`src/rtl/hazard_ctrl_unit.sv`:
```
// Load-use stall and mispredict flush controller between ID and EX.
// Optional perf counters are enabled by defining HAZARD_PERF_CNT_EN.
module hazard_ctrl_unit #(
  parameter int XLEN        = 32,
  parameter int LOAD_LAT    = 1,
  parameter int FLUSH_EXTRA = 0,
  parameter int CNT_W       = 16
) (
  input  logic            clk_i,
  input  logic            rst_i,
  input  logic [4:0]      rs1_ID,
  input  logic [4:0]      rs2_ID,
  input  logic            rs1_used_ID,
  input  logic            rs2_used_ID,
  input  logic            valid_ID,
  input  logic [XLEN-1:0] pc_ID,
  input  logic [4:0]      rd_EX,
  input  logic            is_load_EX,
  input  logic            ctrl_EX,
  input  logic [XLEN-1:0] target_EX,
  output logic            stall_PC,
  output logic            stall_ID,
  output logic            flush_ID_EX,
  output logic            flush_IF_ID,
  output logic            comp_o,
  output logic            busy_o
`ifdef HAZARD_PERF_CNT_EN
  ,
  output logic [CNT_W-1:0] perf_stall_o,
  output logic [CNT_W-1:0] perf_mispred_o
`endif
);

  typedef enum logic [1:0] {
    S_IDLE   = 2'd0,
    S_LSTALL = 2'd1,
    S_FLUSH  = 2'd2
  } state_e;

  localparam logic [2:0] LoadCnt  = 3'(LOAD_LAT - 1);
  localparam logic [2:0] FlushCnt = 3'(FLUSH_EXTRA);

  state_e     state_q, state_d;
  logic [2:0] cnt_q, cnt_d;

  logic luse, mispred;
  logic stall_d, flush_id_ex_d, flush_if_id_d, comp_d;

  // Both terms are AND-gated by valid_ID / ctrl_EX so idle inputs never leak X.
  assign luse = is_load_EX & valid_ID & (rd_EX != 5'd0) &
                ((rs1_used_ID & (rs1_ID == rd_EX)) |
                 (rs2_used_ID & (rs2_ID == rd_EX)));
  assign mispred = ctrl_EX & (~valid_ID | (pc_ID != target_EX));

  always_comb begin
    state_d       = state_q;
    cnt_d         = cnt_q;
    stall_d       = 1'b0;
    flush_id_ex_d = 1'b0;
    flush_if_id_d = 1'b0;
    comp_d        = 1'b0;
    case (state_q)
      S_IDLE, S_LSTALL: begin
        if (mispred) begin
          comp_d        = 1'b1;
          flush_if_id_d = 1'b1;
          flush_id_ex_d = 1'b1;
          if (FLUSH_EXTRA > 0) begin
            state_d = S_FLUSH;
            cnt_d   = FlushCnt;
          end else begin
            state_d = S_IDLE;
            cnt_d   = 3'd0;
          end
        end else if (state_q == S_LSTALL) begin
          // The load has already left EX; keep bubbling until the count runs out.
          stall_d       = 1'b1;
          flush_id_ex_d = 1'b1;
          if (cnt_q <= 3'd1) begin
            state_d = S_IDLE;
            cnt_d   = 3'd0;
          end else begin
            cnt_d = cnt_q - 3'd1;
          end
        end else if (luse) begin
          stall_d       = 1'b1;
          flush_id_ex_d = 1'b1;
          if (LOAD_LAT > 1) begin
            state_d = S_LSTALL;
            cnt_d   = LoadCnt;
          end
        end
      end
      S_FLUSH: begin
        // ID holds squashed slots here, so load-use is ignored.
        flush_if_id_d = 1'b1;
        if (mispred) begin
          comp_d        = 1'b1;
          flush_id_ex_d = 1'b1;
          cnt_d         = FlushCnt;
        end else if (cnt_q <= 3'd1) begin
          state_d = S_IDLE;
          cnt_d   = 3'd0;
        end else begin
          cnt_d = cnt_q - 3'd1;
        end
      end
      default: begin
        state_d = S_IDLE;
        cnt_d   = 3'd0;
      end
    endcase
  end

  always_ff @(posedge clk_i) begin
    if (rst_i) begin
      state_q <= S_IDLE;
      cnt_q   <= 3'd0;
    end else begin
      state_q <= state_d;
      cnt_q   <= cnt_d;
    end
  end

  // Outputs are forced low while reset is held, regardless of stale state.
  assign stall_PC    = stall_d & ~rst_i;
  assign stall_ID    = stall_d & ~rst_i;
  assign flush_ID_EX = flush_id_ex_d & ~rst_i;
  assign flush_IF_ID = flush_if_id_d & ~rst_i;
  assign comp_o      = comp_d & ~rst_i;
  assign busy_o      = (state_q != S_IDLE) & ~rst_i;

`ifdef HAZARD_PERF_CNT_EN
  logic [CNT_W-1:0] perf_stall_q, perf_mispred_q;

  always_ff @(posedge clk_i) begin
    if (rst_i) begin
      perf_stall_q   <= '0;
      perf_mispred_q <= '0;
    end else begin
      if (stall_PC && (perf_stall_q != {CNT_W{1'b1}}))
        perf_stall_q <= perf_stall_q + 1'b1;
      if (comp_o && (perf_mispred_q != {CNT_W{1'b1}}))
        perf_mispred_q <= perf_mispred_q + 1'b1;
    end
  end

  assign perf_stall_o   = perf_stall_q;
  assign perf_mispred_o = perf_mispred_q;
`endif

endmodule

```
`config.mk`:
```
export PLATFORM = sky130hd
export DESIGN_NAME = hazard_ctrl_unit
export DESIGN_NICKNAME = d
export VERILOG_FILES = /design/src/rtl/hazard_ctrl_unit.sv
export SDC_FILE = /design/constraint.sdc
export NUM_CORES = 1
export LEC_CHECK = 0
export CELL_PAD_IN_SITES_DETAIL_PLACEMENT = 2
export CELL_PAD_IN_SITES_GLOBAL_PLACEMENT = 2
export CORE_MARGIN = 5
export CORE_UTILIZATION = 14
export CTS_CLUSTER_DIAMETER = 150
export DETAILED_ROUTE_END_ITERATION = 7
export MAX_ROUTING_LAYER = met4
export PLACE_DENSITY = 0.85
export SYNTH_ARGS = -nofsm -noshare
export SYNTH_HDL_FRONTEND = slang
export SYNTH_SLANG_ARGS = --single-unit
export TNS_END_PERCENT = 20
```
`constraint.sdc`:
```
create_clock -name clk_i -period 2.2 [get_ports clk_i]
set_input_delay 0.22 -clock clk_i [delete_from_list [all_inputs] [get_ports clk_i]]
set_output_delay 0.22 -clock clk_i [all_outputs]
set_load 0.05 [all_outputs]
```
==> summary.md, run 1 <==
| Metric | Value |
|---|---|
| Arrival time at the worst endpoint | 1.93 ns |
| I/O Buffers | 91 |
| Pwr/cell area | 267 nW/µm² |
| Avg Cell Area, Syn | 7.78 µm² |
| CP Capture Type | output pin |
| Iter 0 DRT Violations | 26 |
| # fillers | 691 |
| Top delay family on crit path | simple AND/OR/NAND/NOR gates |
| Setup violators final | 0 |
| Hold_buf cts | 0 |
| Synth Flop Type | dfxtp_1 |
| DR vias | 1180 |
| Num CTS Buffers | 3 |
| Multi-input logic area | 798 µm² |
| Post-synth top cells | xor2_1, xnor2_1, inv_1, nor3_1, nor2_1 |
| Post-DP Area | 1900 µm² |
| Synth area leaders | xor2_1, xnor2_1, dfxtp_1 |
| CP bufs+invs | 2 |
| Crit path cell chain | clkdlybuf4s15_1, xor2_2, nor4_2, nand3_1, o31a_1, nor3_4, buf_12 |
| Dominant cell type by area after synthesis | xor2_1 |
| Setup CP Type | in -> out |
| First-pass GRT wire length | 6630 µm |
| Ports | 92 |
| DP HPWL | 3910 µm |
| P_leak | 0.915 nW |
| Core Box Area | 5960 µm² |
| Drt first pass iters | 4 |
| Clock-pin slew on the worst setup and hold paths | 0.04 ns |
| Post-synth EDFFs | 0 |
| Fin area | 2000 µm² |
| Async S/R FF share, synth | 0% |
| HP Class | reg -> reg |
| VDD IR max | 0.000111 V |
| Largest net degree at the start of global routing | 12 |
| Syn nets | 199 |
| Net Sw Frac | 29.9% |
| Post-synthesis sequential area ratio | 11.6% |
| Area Overhead vs Synth | 132% |
| CTS tree | built |
| Synth warn | 0 |
| Drc violations | 0 |
| Die area | 7840 µm² |
| CP peak stage delay | 0.39 ns |
| Maximum clock rate | 466 MHz |
| H-tree levels | 1 |
| Top-area cell type share of the netlist area | 27.4% |
| Routed wire per std cell | 16.0 µm |
| Gr ovfl total | 0 |
| Share of cells above drive strength 1 | 17.8% |
| Final hold vios | 0 |
| Sequential Area | 100 µm² |
| Comb power frac | 49.0% |
| Starting Density | 14.5% |
| CP max-delay cell | o31a_1 |
| Most common cell in the netlist | xor2_1 |
| Slew @ Worst Pin | 0.394 ns |
| Number of clock sinks | 5 |
| Routed wire length | 4530 µm |
| Nets | 297 |
| Vias per cell | 4.17 |
| Total design power | 0.535 mW |
| Post-Syn Area | 863 µm² |
| Slew Limit Fails | 0 |
| Internal power | 0.375 mW |
| Synth Instances | 111 |
| N_diodes | 0 |
| Clock Latency Late Sink | 0.23 ns |
| Maximum fanout along the worst path | 4 |
| Post-synthesis cell type count | 34 |
| Total negative slack | 0 ns |
| Max Cap Violations | 0 |
| Net switching power | 0.160 mW |
| CTS Buffer Depth | 2 |
| Relative slew margins | 73.1% |
| Clock power frac | 33.9% |
| Worst setup SP type | input port |
| Outcome | complete, no violations |
| Clock Skew | 0.00334 ns |
| GRT Overall Usage | 11.5% |
| Fin crit period | 2.15 ns |
| Die X | 88.5 µm |
| Routed Antenna Nets | 0 |
| Final Wtd Congestion | 0.735 |
| Required @ worst endpoint | 1.98 ns |
| # rows | 28 |
| Vias in the first global route | 1381 |
| Tcrit/Tclk final | 97.5% |
| Root Driver | clkbuf_8 |
| Flop pwr share | 17.0% |
| Post-synthesis register bit count | 5 |
| Die H | 88.5 µm |
| Initial antenna violation count | 0 |
==> per-stage QoR <==
stage	std cells	setup WS (ns)	hold WS, ns	utilization (%)
floorplan	111	0.0285	0.544	-
global placement	277	-0.257	0.587	31.9
detailed placement	277	-0.296	0.616	31.9
CTS	281	0.00125	0.628	32.4
global route	283	-0.0148	0.656	33.7
finish	283	0.0547	0.625	33.7
==> state kept, by name, summed over array words and instances (netlist names) <==
register and count:
state_q 2, cnt_q 3
==> final cells by class <==
cell class                      instances  area share [%]
Tap cell                               75            4.68
Inverter                                7            1.31
Clock buffer                            4            2.25
Timing Repair Buffer                   97            46.9
Sequential cell                         5            4.99
Multi-Input combinational cell         95            39.8
==> timing repair <==
action / in CTS / in global routing
setup buffers: 0 / 2
pin swaps: 29 / 26
endpoints found under the setup margin: 5 / 3
resized for setup: 59 / 39
hold endpoints to repair: 0 / 0
==> placed cells by master (no fill, tap or decap), types with 3 or more instances in the layout <==
cell and instances:
dfxtp_1 5, clkbuf_2 4, nor2_1 6, buf_4 10, nand2b_1 3, xor2_2 3, xnor2_1 12, nor3_1 6
dlymetal6s2s_1 15, nand2_1 4, a21oi_1 3, clkbuf_8 3, clkdlybuf4s50_1 19, clkdlybuf4s15_1 13, nor4_2 6, nand4_1 3
dlygate4sd2_1 34, inv_1 6, xor2_1 24
==> worst min-delay path: cells and delay by family (launching register included) <==
kind	cells	cell delay (ns)
AO/OA/AOI/OAI	1	0.17
flip-flops	1	0.35
AND/OR/NAND/NOR	1	0.05
==> routing by layer <==
| metal | global-route usage [%] | part of all wire, % |
|---|---|---|
| met5 | - | 0 |
| met3 | 3.35 | 6.8 |
| met1 | 10.1 | 34 |
| met4 | 2.88 | 0.97 |
| met2 | 23.2 | 58 |
==> power groups by stage <==
stage                     Combinational, mW  Clock, mW  Sequential, mW
after floorplan                      0.0858          0          0.0925
after global placement                0.272          0          0.0925
after detailed placement              0.282          0          0.0925
after CTS                             0.260      0.183          0.0911
after global routing                  0.282      0.187          0.0910
final                                 0.262      0.181          0.0911
==> cells by family after synthesis <==
kind of cell             synth area share (%)
AND/OR/NAND/NOR                          23.0
adder cells (fa/ha/maj)                  2.90
multiplexers                             1.30
AO/OA/AOI/OAI                            15.4
XOR/XNOR                                 40.6
flip-flops                               11.6
buffers and inverters                    5.22
==> path summary, 6_finish.rpt <==
check        slack [ns]           from        to  depth (start not counted)
max                0.05  target_EX[10]  stall_ID                          7
min reg2reg        0.63       cnt_q[2]  cnt_q[2]                          2
min                0.63       cnt_q[2]  cnt_q[2]                          2
max reg2reg        0.56       cnt_q[1]  cnt_q[2]                          7
No activity file was read; power rests on OpenSTA's default activity.
==> inputs of run 2 (changes only) <==
--- a/config.mk
+++ b/config.mk
@@ -8,11 +8,11 @@
 export CELL_PAD_IN_SITES_DETAIL_PLACEMENT = 2
 export CELL_PAD_IN_SITES_GLOBAL_PLACEMENT = 2
 export CORE_MARGIN = 5
-export CORE_UTILIZATION = 14
-export CTS_CLUSTER_DIAMETER = 150
+export CORE_UTILIZATION = 13
+export CTS_CLUSTER_DIAMETER = 60
 export DETAILED_ROUTE_END_ITERATION = 7
 export MAX_ROUTING_LAYER = met4
-export PLACE_DENSITY = 0.85
+export PLACE_DENSITY = 0.79
 export SYNTH_ARGS = -nofsm -noshare
 export SYNTH_HDL_FRONTEND = slang
 export SYNTH_SLANG_ARGS = --single-unit
==> constraint.sdc (replaced) <==
create_clock -name clk_i -period 2.43 [get_ports clk_i]
set_input_delay 0.243 -clock clk_i [delete_from_list [all_inputs] [get_ports clk_i]]
set_output_delay 0.243 -clock clk_i [all_outputs]
set_load 0.05 [all_outputs]
==> run 2 against run 1 <==
Clock skew about the same. Cell area is 2.4% higher. Sequential share of layout area fell by 0.12 points. Non-clock buffer count down 4. Worst hold slack got worse by 0.026 ns. Largest cell class unchanged.
==> summary.md, run 2 (synthesis gave the netlist of run 1 again) <==
| Metric | Value |
|---|---|
| CP Capture Type | output pin |
| Area Overhead vs Synth | 138% |
| Starting Density | 13.4% |
| # fillers | 718 |
| Net switching power | 0.135 mW |
| Drc violations | 0 |
| Gr ovfl total | 0 |
| Worst setup SP type | input port |
| Drt first pass iters | 4 |
| CTS Buffer Depth | 2 |
| Most common cell after layout, fill and taps aside | clkdlybuf4s50_1 |
| VDD IR max | 0.000107 V |
| Internal power | 0.355 mW |
| Die H | 91.5 µm |
| Largest net degree at the start of global routing | 12 |
| Min-delay src | cnt_q[2] |
| Setup violators final | 0 |
| Final hold vios | 0 |
| Setup CP Type | in -> out |
| Ports | 92 |
| DR vias | 1181 |
| Vias in the first global route | 1297 |
| Slew @ Worst Pin | 0.418 ns |
| Routed wire length | 4090 µm |
| Inst Count DP | 277 |
| Clock Latency Late Sink | 0.23 ns |
| Setup WS pre-CTS | -0.0913 ns |
| Die area | 8370 µm² |
| Final Wtd Congestion | 0.741 |
| Met3 wire len | 375 µm |
| Max Cap Violations | 0 |
| Flop pwr share | 16.8% |
| Required @ worst endpoint | 2.19 ns |
| Most frequent cells in the layout | clkdlybuf4s50_1, dlymetal6s2s_1, xor2_1 |
| Root Driver | clkbuf_8 |
| DRT met1 WL | 1570 µm |
| Routed wire per std cell | 14.6 µm |
| Setup bufs post-CTS | 0 |
| Slew Limit Fails | 0 |
| Net Sw Frac | 27.5% |
| Tcrit/Tclk final | 96.2% |
| Worst R2R Start | cnt_q[1] |
| Hold EP | cnt_q[2] |
| Die X | 91.5 µm |
| R2R cell count | 7 |
| Max layer used | met4 |
| P_leak | 1.01 nW |
| Largest register FFs | 3 |
| Total negative slack | 0 ns |
| Clock-pin slew on the worst setup and hold paths | 0.04 ns |
| Num CTS Buffers | 3 |
| Reg with most FFs | cnt_q |
| I/O Buffers | 91 |
| Cell count of the worst hold path | 2 |
| Relative slew margins | 71.4% |
| Flop2flop setup slack | 0.79 ns |
| N_diodes | 0 |
| Final worst setup slack | 0.0930 ns |
| Share of cells above drive strength 1 | 11.8% |
| Pwr/cell area | 239 nW/µm² |
| GRT Overall Usage | 9.56% |
| Number of clock sinks | 5 |
| Maximum fanout along the worst path | 4 |
| # rows | 29 |
| Sequential Area | 100 µm² |
| Nets | 293 |
| Multi-input logic area | 762 µm² |
| Iter 0 DRT Violations | 21 |
| H-tree levels | 1 |
| Outcome | complete, no violations |
| Biggest regs | cnt_q: 3 flops, state_q: 2 flops |
| Comb power frac | 50.6% |
| R2r endpoint | cnt_q[2] |
| Hold_buf cts | 0 |
| Core Box Area | 6420 µm² |
| Fin crit period | 2.34 ns |
| Fin cells | 281 |
| Final hold slack | 0.599 ns |
| DP HPWL | 3770 µm |
| Vias per cell | 4.20 |
| Initial antenna violation count | 0 |
| HP Class | reg -> reg |
| Routed Antenna Nets | 0 |
| Arrival time at the worst endpoint | 2.09 ns |
| CTS tree | built |
| Clock power frac | 32.6% |
| Clock Skew | 0.00362 ns |
| Maximum clock rate | 428 MHz |
| First-pass GRT wire length | 6200 µm |
| DR WL met2 | 2110 µm |
run 2: worst max-delay path by stage:
stage,slack (ns),cells after the start,end,startpoint
3_3_place_gp,-0.05,7,stall_PC,target_EX[2]
4_1_cts,0.002,7,stall_ID,target_EX[22]
3_5_place_dp,-0.09,7,stall_ID,pc_ID[5]
2_1_floorplan,0.21,6,stall_PC,target_EX[0]
5_1_grt,-0.02,7,stall_ID,target_EX[24]
6_report,0.09,7,stall_ID,pc_ID[19]
run 2: area by class of cell:
class | count | area share [%]
Sequential cell | 5 | 4.88
Timing Repair Buffer | 93 | 49.8
Multi-Input combinational cell | 95 | 37.1
Inverter | 7 | 1.28
Tap cell | 77 | 4.69
Clock buffer | 4 | 2.19
run 2: critical path, cell delays in order:
cell and delay, ns:
clkdlybuf4s50_1 0.41, xor2_1 0.17, nor4_2 0.23, nand4_1 0.14, o31a_1 0.39, nor3_4 0.32
buf_12 0.18
run 2: per-stage QoR:
stage	utilization (%)	area, µm²	total power, mW
4_1_cts	30.3	1950	0.504
3_3_place_gp	29.4	1890	0.330
2_1_floorplan	-	875	0.161
6_report	32.0	2050	0.490
5_1_grt	32.0	2050	0.522
3_5_place_dp	29.4	1890	0.336
run 2: metal layers:
metal,GRT usage [%],vias up
met3,2.98,4
met5,-,-
met2,17.3,66
li1,-,576
met4,3.02,0
met1,9.75,535
run 2: power groups by stage:
stage	registers [mW]	clock network (mW)	logic, mW
after floorplan	0.0838	0	0.0777
after global placement	0.0838	0	0.247
after detailed placement	0.0838	0	0.253
after CTS	0.0825	0.165	0.257
after global routing	0.0824	0.171	0.269
final	0.0825	0.160	0.248
run 2: timing repair:
item | in CTS | in global routing
pin swaps | 3 | 25
endpoints found under the setup margin | 2 | 4
resized for setup | 2 | 39
gates cloned | 0 | 0
==> inputs of run 3 (changes only) <==
--- a/config.mk
+++ b/config.mk
@@ -5,6 +5,7 @@
 export SDC_FILE = /design/constraint.sdc
 export NUM_CORES = 1
 export LEC_CHECK = 0
+export ABC_AREA = 1
 export CELL_PAD_IN_SITES_DETAIL_PLACEMENT = 2
 export CELL_PAD_IN_SITES_GLOBAL_PLACEMENT = 2
 export CORE_MARGIN = 5
@@ -12,7 +13,7 @@
 export CTS_CLUSTER_DIAMETER = 60
 export DETAILED_ROUTE_END_ITERATION = 7
 export MAX_ROUTING_LAYER = met4
-export PLACE_DENSITY = 0.79
+export PLACE_DENSITY = 0.81
 export SYNTH_ARGS = -nofsm -noshare
 export SYNTH_HDL_FRONTEND = slang
 export SYNTH_SLANG_ARGS = --single-unit
==> run 3 against run 2 <==
Combinational power up 8.5%. Synthesized cell count up 87%. Synthesized area up 20%. Sequential share of layout area decreased by 0.18 points. Utilization fell by 4.5 points. Clock power down 3%. Die area up 18%. Count of clock-buffer cells in the layout unchanged. Largest cell class unchanged.
==> summary.md, run 3 <==
| Metric | Value |
|---|---|
| Core Box Area | 7770 µm² |
| Vias per cell | 3.83 |
| Total negative slack | 0 ns |
| Routed wire per std cell | 12.1 µm |
| Max Cap Violations | 0 |
| CP most frequent cell | nand2_1 |
| Share of cells above drive strength 1 | 4.97% |
| Synth area leaders | nand2_1, inv_1, xnor2_1 |
| First-pass GRT wire length | 7880 µm |
| Avg Cell Area, Syn | 5.00 µm² |
| Area Overhead vs Synth | 105% |
| CP peak stage delay | 0.47 ns |
| Synth Flop Type | dfxtp_1 |
| H-tree levels | 1 |
| HP Class | reg -> reg |
| Nets | 391 |
| Tcrit/Tclk final | 88.0% |
| Synth Instances | 208 |
| Routed Antenna Nets | 0 |
| Vias in the first global route | 1728 |
| Post-Syn Area | 1040 µm² |
| R2R cell count | 8 |
| Setup violators final | 0 |
| Required @ worst endpoint | 2.19 ns |
| Largest register FFs | 3 |
| Slew Limit Fails | 0 |
| Post-synth EDFFs | 0 |
| Synth warn | 0 |
| Drc violations | 0 |
| Die H | 99.4 µm |
| GRT Overall Usage | 10.0% |
| Num CTS Buffers | 3 |
| CTS Buffer Depth | 2 |
| Pwr/cell area | 238 nW/µm² |
| Final Core Density | 27.5% |
| Ports | 92 |
| Worst setup SP type | input port |
| Cell count of the worst hold path | 2 |
| Routed wire length | 4910 µm |
| Total design power | 0.508 mW |
| CP max-delay cell | clkdlybuf4s50_1 |
| DR vias | 1547 |
| Clock-pin slew on the worst setup and hold paths | 0.03 ns |
| CTS tree | built |
| Final Wtd Congestion | 0.780 |
| Drt first pass iters | 2 |
| # rows | 32 |
| Relative slew margins | 65.7% |
| Die X | 99.4 µm |
| Most frequent cells in the layout | clkdlybuf4s50_1, nand2_1, inv_1 |
| Dominant cell type by area after synthesis | nand2_1 |
| Most common cell in the netlist | nand2_1 |
| Outcome | complete, no violations |
| Fin crit period | 2.14 ns |
| Clock Skew | 0.00274 ns |
| Syn nets | 296 |
| Post-synthesis sequential area ratio | 9.63% |
| CP bufs+invs | 3 |
| Gr ovfl total | 0 |
| VDD IR max | 0.0000994 V |
| Largest net degree at the start of global routing | 8 |
| Most common cell after layout, fill and taps aside | clkdlybuf4s50_1 |
| Arrival time at the worst endpoint | 1.89 ns |
| Hold_buf cts | 0 |
| Number of clock sinks | 5 |
| Top-area cell type share of the netlist area | 23.5% |
| Reg with most FFs | cnt_q |
| N_diodes | 0 |
| Setup CP Type | in -> out |
| DP HPWL | 4770 µm |
| Crit path cell chain | clkdlybuf4s50_1, inv_1, nand2_1, nand2_1, nor3_1, nand3_1, nor2_1, nand2_1, nand2_2, nand2_4, nor2_4, buf_12 |
| Top delay family on crit path | simple AND/OR/NAND/NOR gates |
| P_leak | 0.999 nW |
| Clock Latency Late Sink | 0.22 ns |
| Maximum clock rate | 468 MHz |
| Initial antenna violation count | 0 |
| I/O Buffers | 91 |
| Final hold vios | 0 |
| Post-synth top cells | nand2_1, inv_1, nor2_1 |
| CP Capture Type | output pin |
| RSZ-0062 raised after global routing | false |
| Async S/R FF share, synth | 0% |
| Root Driver | clkbuf_8 |
| Slew @ Worst Pin | 0.514 ns |
| Die area | 9890 µm² |
| Post-synthesis register bit count | 5 |
| Biggest regs | cnt_q: 3 flops, state_q: 2 flops |
| Iter 0 DRT Violations | 1 |
| Post-synthesis cell type count | 18 |
| Critical path depth | 12 |
| Starting Density | 13.4% |
| Maximum fanout along the worst path | 5 |
==> run 3: cell type report <==
class | instances | area [µm²]
clock buffers | 4 | 45.0
repair buffers | 91 | 923
well taps | 102 | 128
inverters | 51 | 191
multi-input cells | 151 | 746
fillers | 967 | 5630
flip-flops and latches | 5 | 100
==> run 3: report_power, final <==
part,total (mW),internal (mW),leakage [nW],switching [mW]
logic,0.269,0.168,0.936,0.102
clock network,0.156,0.113,0.0228,0.0433
registers,0.0825,0.0825,0.0402,0
==> run 3: what timing repair did <==
| item | in CTS | in global routing |
|---|---|---|
| resized for setup | 0 | 1 |
| endpoints found under the setup margin | 0 | 2 |
| buffers inserted | 0 | 0 |
==> run 3: worst register-to-register path, delay by kind of cell, from the launching register on <==
family	cells	cell delay [ns]
and+or+nand+nor	3	0.39
buffers and inverters	2	0.12
AOI/OAI and AO/OA	2	0.25
DFF	1	0.35
adders and majority gates	1	0.17
==> run 3: final timing paths <==
check / slack, ns / end / from
worst min register to register: 0.57 / state_q[1] / state_q[1]
worst max register to register: 1.09 / cnt_q[1] / cnt_q[1]
worst max-delay path: 0.29 / stall_PC / pc_ID[1]
worst min-delay path: 0.57 / state_q[1] / state_q[1]
==> run 3: cell families after synthesis <==
family | Yosys count | synth area share [%]
compound gates | 12 | 6.14
xor+xnor | 17 | 14.3
fa+ha+maj | 2 | 2.41
buf+inv | 52 | 19.1
flops | 5 | 9.63
simple gates | 120 | 48.4
==> run 3: per-layer routing <==
layer | global-route usage (%) | vias up | part of all wire, %
li1 | - | 802 | -
met4 | 0.945 | 0 | 0
met3 | 1.19 | 0 | 5.3
met1 | 11.9 | 688 | 42
met5 | - | - | 0
met2 | 18.6 | 57 | 52
==> run 3: stage by stage <==
stage | worst slack (ns) | std cells | hold slack [ns] | area (µm²)
6_report | 0.292 | 404 | 0.574 | 2130
3_3_place_gp | 0.192 | 400 | 0.562 | 2080
4_1_cts | 0.136 | 404 | 0.579 | 2130
5_1_grt | 0.0691 | 404 | 0.613 | 2130
3_5_place_dp | 0.135 | 400 | 0.574 | 2080
2_1_floorplan | 0.537 | 208 | 0.422 | 1040
